<file path="src/rtl/pipe_ctrl_pkg.sv">
// rtl/pipe_ctrl_pkg.sv - shared state encoding and error-cause constants for the stall sequencer
package pipe_ctrl_pkg;

  typedef enum logic [1:0] {
    RUN   = 2'd0,
    DWAIT = 2'd1,
    IWAIT = 2'd2,
    ERR   = 2'd3
  } pipe_state_e;

  localparam logic ERR_CAUSE_IMEM = 1'b0;
  localparam logic ERR_CAUSE_DMEM = 1'b1;

endpackage

</file>
<file path="src/rtl/mem_wait_timer.sv">
// rtl/mem_wait_timer.sv - saturating wait-cycle timer with timeout compare, shared by both memory waits
module mem_wait_timer #(
  parameter int MEM_TIMEOUT = 64,
  parameter int TMR_W       = 7
) (
  input  logic clk,
  input  logic rst_n,
  input  logic start,
  input  logic inc,
  output logic timeout
);

  localparam logic [TMR_W-1:0] LIMIT = TMR_W'(MEM_TIMEOUT);

  logic [TMR_W-1:0] timer;
  logic [TMR_W-1:0] timer_inc;

  assign timer_inc = (&timer) ? timer : timer + 1'b1;

  // Fires in the wait cycle whose completion brings the count to the limit
  assign timeout = (MEM_TIMEOUT != 0) && inc && (timer_inc >= LIMIT);

  always_ff @(posedge clk) begin
    if (!rst_n) begin
      timer <= '0;
    end else if (start) begin
      timer <= TMR_W'(1);
    end else if (inc) begin
      timer <= timer_inc;
    end else begin
      timer <= '0;
    end
  end

endmodule

</file>
<file path="src/rtl/pipeline_stall_sequencer.sv">
// rtl/pipeline_stall_sequencer.sv - RV32I stall/flush sequencer; optional STALL_PERF_EN adds stall/flush counters
module pipeline_stall_sequencer
  import pipe_ctrl_pkg::*;
#(
  parameter int MEM_TIMEOUT = 64,
  parameter int TMR_W       = (MEM_TIMEOUT < 1) ? 1 : $clog2(MEM_TIMEOUT + 1)
) (
  input  logic clk,
  input  logic rst_n,
  input  logic load_use,
  input  logic redirect,
  input  logic dmem_req,
  input  logic dmem_ready,
  input  logic imem_ready,
  output logic pc_write,
  output logic ifid_write,
  output logic ifid_flush,
  output logic idex_write,
  output logic idex_bubble,
  output logic exmem_write,
  output logic memwb_bubble,
  output logic bus_err,
  output logic err_cause
`ifdef STALL_PERF_EN
  ,
  output logic [31:0] stall_cycles,
  output logic [31:0] flush_cycles
`endif
);

  pipe_state_e state, state_n;
  logic tmr_start, tmr_inc, timeout;
  logic err_set, cause_n;
  logic front_eval, redirect_flush;
  logic dmem_stall;

  assign dmem_stall = dmem_req & ~dmem_ready;

  mem_wait_timer #(
    .MEM_TIMEOUT(MEM_TIMEOUT),
    .TMR_W      (TMR_W)
  ) u_timer (
    .clk    (clk),
    .rst_n  (rst_n),
    .start  (tmr_start),
    .inc    (tmr_inc),
    .timeout(timeout)
  );

  always_comb begin
    pc_write       = 1'b1;
    ifid_write     = 1'b1;
    ifid_flush     = 1'b0;
    idex_write     = 1'b1;
    idex_bubble    = 1'b0;
    exmem_write    = 1'b1;
    memwb_bubble   = 1'b0;
    state_n        = state;
    tmr_start      = 1'b0;
    tmr_inc        = 1'b0;
    err_set        = 1'b0;
    cause_n        = ERR_CAUSE_IMEM;
    front_eval     = 1'b0;
    redirect_flush = 1'b0;

    case (state)
      RUN: begin
        if (dmem_stall) begin
          {pc_write, ifid_write, idex_write, exmem_write} = 4'b0000;
          memwb_bubble = 1'b1;
          state_n      = DWAIT;
          tmr_start    = 1'b1;
        end else begin
          front_eval = 1'b1;
        end
      end
      DWAIT: begin
        if (!dmem_ready) begin
          {pc_write, ifid_write, idex_write, exmem_write} = 4'b0000;
          memwb_bubble = 1'b1;
          tmr_inc      = 1'b1;
          if (timeout) begin
            state_n = ERR;
            err_set = 1'b1;
            cause_n = ERR_CAUSE_DMEM;
          end
        end else begin
          state_n    = RUN;
          front_eval = 1'b1;
        end
      end
      IWAIT: begin
        if (dmem_stall) begin
          {pc_write, ifid_write, idex_write, exmem_write} = 4'b0000;
          memwb_bubble = 1'b1;
          state_n      = DWAIT;
          tmr_start    = 1'b1;
        end else if (redirect) begin
          // Fetch is restartable, so the pending access is simply dropped
          ifid_flush     = 1'b1;
          idex_bubble    = 1'b1;
          redirect_flush = 1'b1;
          state_n        = RUN;
        end else if (!imem_ready) begin
          pc_write   = 1'b0;
          ifid_flush = 1'b1;
          tmr_inc    = 1'b1;
          if (timeout) begin
            state_n = ERR;
            err_set = 1'b1;
            cause_n = ERR_CAUSE_IMEM;
          end
        end else begin
          state_n = RUN;
        end
      end
      default: begin
        {pc_write, ifid_write, idex_write, exmem_write} = 4'b0000;
        {ifid_flush, idex_bubble, memwb_bubble}         = 3'b111;
      end
    endcase

    if (front_eval) begin
      if (redirect) begin
        ifid_flush     = 1'b1;
        idex_bubble    = 1'b1;
        redirect_flush = 1'b1;
      end else if (load_use) begin
        pc_write    = 1'b0;
        ifid_write  = 1'b0;
        idex_bubble = 1'b1;
      end else if (!imem_ready) begin
        pc_write   = 1'b0;
        ifid_flush = 1'b1;
        state_n    = IWAIT;
        tmr_start  = 1'b1;
      end
    end

    if (!rst_n) begin
      {pc_write, ifid_write, idex_write, exmem_write} = 4'b0000;
      {ifid_flush, idex_bubble, memwb_bubble}         = 3'b111;
    end
  end

  always_ff @(posedge clk) begin
    if (!rst_n) begin
      state     <= RUN;
      bus_err   <= 1'b0;
      err_cause <= 1'b0;
    end else begin
      state <= state_n;
      if (err_set) begin
        bus_err   <= 1'b1;
        err_cause <= cause_n;
      end
    end
  end

`ifdef STALL_PERF_EN
  always_ff @(posedge clk) begin
    if (!rst_n) begin
      stall_cycles <= '0;
      flush_cycles <= '0;
    end else begin
      if (!pc_write && state != ERR) stall_cycles <= stall_cycles + 32'd1;
      if (redirect_flush) flush_cycles <= flush_cycles + 32'd1;
    end
  end
`endif

endmodule

</file>
<file path="config.mk">
export PLATFORM = sky130hd
export DESIGN_NAME = pipeline_stall_sequencer
export DESIGN_NICKNAME = d
export VERILOG_FILES = /design/src/rtl/pipe_ctrl_pkg.sv /design/src/rtl/mem_wait_timer.sv /design/src/rtl/pipeline_stall_sequencer.sv
export SDC_FILE = /design/constraint.sdc
export NUM_CORES = 1
export LEC_CHECK = 0
export BUFFER_PORTS_ARGS = -buffer_cell sky130_fd_sc_hd__buf_4
export CORE_MARGIN = 2
export CORE_UTILIZATION = 56
export DETAILED_ROUTE_END_ITERATION = 8
export PLACE_DENSITY = 0.83
export SLEW_MARGIN = 20
export SYNTH_ARGS = -nofsm -noshare
export SYNTH_HDL_FRONTEND = slang
export SYNTH_HIERARCHICAL = 1
export SYNTH_SLANG_ARGS = --single-unit
export TNS_END_PERCENT = 10
</file>
<file path="constraint.sdc">
create_clock -name clk -period 5.7 [get_ports clk]
set_input_delay 1.14 -clock clk [delete_from_list [all_inputs] [get_ports clk]]
set_output_delay 1.14 -clock clk [all_outputs]
set_load 0.01 [all_outputs]
</file>
==> impl_metrics.py <==
metrics = {
    "routing": {
        "final_antenna_net_count": 0,
        "drc": 0,
        "wl_mm": 1.835,
        "via_per_inst": 6.236,
        "firstDrtPassIters": 4,
        "post_drt_wl_per_cell_um": 14.45,
        "drt_iter0_markers": 38,
        "vias": 792,
    },
    "critical_path": {
        "cp.arrival_ps": 2120,
        "path_class": "input port to output pin",
        "critPathLaunchType": "input port",
        "crit_required_ps": 4560,
        "end_kind": "output pin",
        "worst-path-max-fanout": 7,
    },
    "yosys": {
        "postSynthCellCount": 95,
        "synth_seq_cells": 11,
        "synth.most_common_cell": "dfxtp_1",
        "yosys_warnings": 6,
        "synth_area_um2": 799.5,
        "synth-edff-count": 0,
        "async_reset_ff_share_pct": 0,
        "synth_seq_area_share_pct": 27.54,
        "ys_dominant_reg_cell": "dfxtp_1",
        "syn_avg_cell_area_um2": 8.416,
        "syn_nets": 107,
        "synthTopCellsByArea": "dfxtp_1 (28%), ha_1 (7.8%), a21oi_1 (3.8%)",
        "yosysTopAreaCell": "dfxtp_1",
        "synth_cell_type_count": 42,
        "yosysTopAreaCellShare_pct": 27.54,
        "synthTopCellsByCount": "dfxtp_1 (11), a21oi_1 (6), nand2_1 (6), nor2_1 (6), o21ai_0 (6)",
    },
    "power_and_ir_drop": {
        "p_per_area_nw_per_um2": 192.5,
        "vdd_drop_max_uv": 124.9,
        "p_leak_uw": 0.0003619,
        "p_total_uw": 181.9,
    },
    "clock_tree": {
        "cts.sinks": 11,
        "post_cts_buffers": 0,
        "clock_path_buffers": 2,
        "ctsHoldBuffers": 0,
        "cts_resized": 0,
        "numCtsBuffers": 3,
        "clockRootBuffer": "clkbuf_4",
        "h-tree-depth": 1,
        "cts_tree": "yes",
        "clk_pin_slew_ps": 70,
        "insertion_delay_ps": 270,
    },
    "final_layout": {
        "drive_above_1_share_pct": 27.68,
        "nNetsFinal": 125,
        "antenna_cells": 0,
        "fin_cells": 127,
        "syn2layout_area_growth_pct": 18.15,
        "n_fill_cell": 116,
    },
    "floorplan": {
        "io_pins": 16,
        "std_cell_rows": 13,
        "start_util_pct": 60.68,
        "die_x_um": 41.79,
        "die_h_um": 41.79,
        "core_um2": 1318,
        "die_area_um2": 1746,
    },
    "global_route": {
        "grt_overflow": 0,
        "grt_max_degree": 9,
        "grt_pass1_wl_mm": 3.132,
        "grt_usage_pct": 23.08,
        "antenna_found_initial": 0,
        "grt_pass1_vias": 700,
    },
    "placed_design": {
        "dp_cells": 123,
        "port_buffers": 15,
        "post-dp-hpwl_mm": 1.365,
        "gp_congestion": 0.8386,
    },
    "timing": {
        "worst_slew_pin_slew_ps": 436.2,
        "period_share_pct": 57.27,
        "hold_ws_ps": 485.0,
        "max_freq_ghz": 0.3064,
        "skew_ps": 0.5363,
        "rsz0062_at_grt": "false",
        "setup_viol": 0,
        "slew-limit-headroom_pct": 70.66,
        "slew_violations": 0,
        "min_period_ps": 3264,
        "tns_ps": 0,
        "final_hold_viol_count": 0,
    },
    "job": {
        "cap_violations": 0,
    },
    "outcome": {
        "status": "finished clean",
    },
    "hold_path": {
        "hold_class": "register to register",
    },
}
[final timing paths]
path                            cells after the start  slack, ps                  from                     end
worst max-delay path                                6       2440            dmem_ready              ifid_flush
worst min-delay path                                1        490  bus_err$_SDFFE_PN0P_    bus_err$_SDFFE_PN0P_
worst max register to register                      8       3460   state[0]$_SDFF_PN0_  err_cause$_SDFFE_PN0P_
worst min register to register                      1        490  bus_err$_SDFFE_PN0P_    bus_err$_SDFFE_PN0P_
[routing by layer]
layer / vias to the layer above / part of all wire (%) / track usage [%]
met5: - / 0 / 0
met4: 0 / 1.8 / 5.806
met3: 6 / 6.0 / 6.522
met2: 37 / 45 / 34.69
met1: 362 / 47 / 32.43
li1: 387 / - / -
[kinds of logic (layout without fill, tap and decap cells)]
group / after synthesis / after routing / share of synthesized area [%]
DFF: 11 / 11 / 27.54
AOI/OAI and AO/OA: 33 / 33 / 32.08
buffers and inverters: 8 / 25 / 4.381
and+or+nand+nor: 36 / 36 / 25.98
adders and majority gates: 5 / 5 / 7.825
xor gates and xnor gates: 2 / 2 / 2.191
[cells in the final DEF, fill, tap and decap left out, types with 4 or more instances in the layout]
cell type	count
a21oi_1	6
buf_4	15
dfxtp_1	11
ha_1	5
inv_1	5
nand2_1	6
nor2_1	6
nor2b_1	4
o21ai_0	6
[worst max-delay path: stages]
cell and delay, ps:
buf_4 130, nand2b_1 220, nor3b_1 180, o31ai_1 230
nand2_1 80, buf_4 140
[layout make-up]
class / instances / area, um2 / share of cell area (%)
flip-flops and latches: 11 / 220.2 / 23.31
multi-input cells: 76 / 544.3 / 57.62
well taps: 15 / 18.77 / 1.987
repair buffers: 15 / 112.6 / 11.92
inverters: 6 / 22.52 / 2.384
clock buffers: 4 / 26.28 / 2.781
[metrics by stage]
step / setup slack, ps / util (%) / instance area [um2]
after global routing: 2322 / 71.70 / 944.7
after global placement: 2457 / 69.71 / 918.4
final: 2436 / 71.70 / 944.7
after detailed placement: 2460 / 69.71 / 918.4
after floorplan: 2601 / - / 799.5
after CTS: 2441 / 71.70 / 944.7
[report_power, final]
group / switching [uW] / leakage [uW] / internal [uW]
Combinational: 25.8 / 0.000258 / 22.5
Clock: 26.5 / 0.0000150 / 27.2
Sequential: 1.62 / 0.0000890 / 78.3
(Power assumes the default switching activity.)
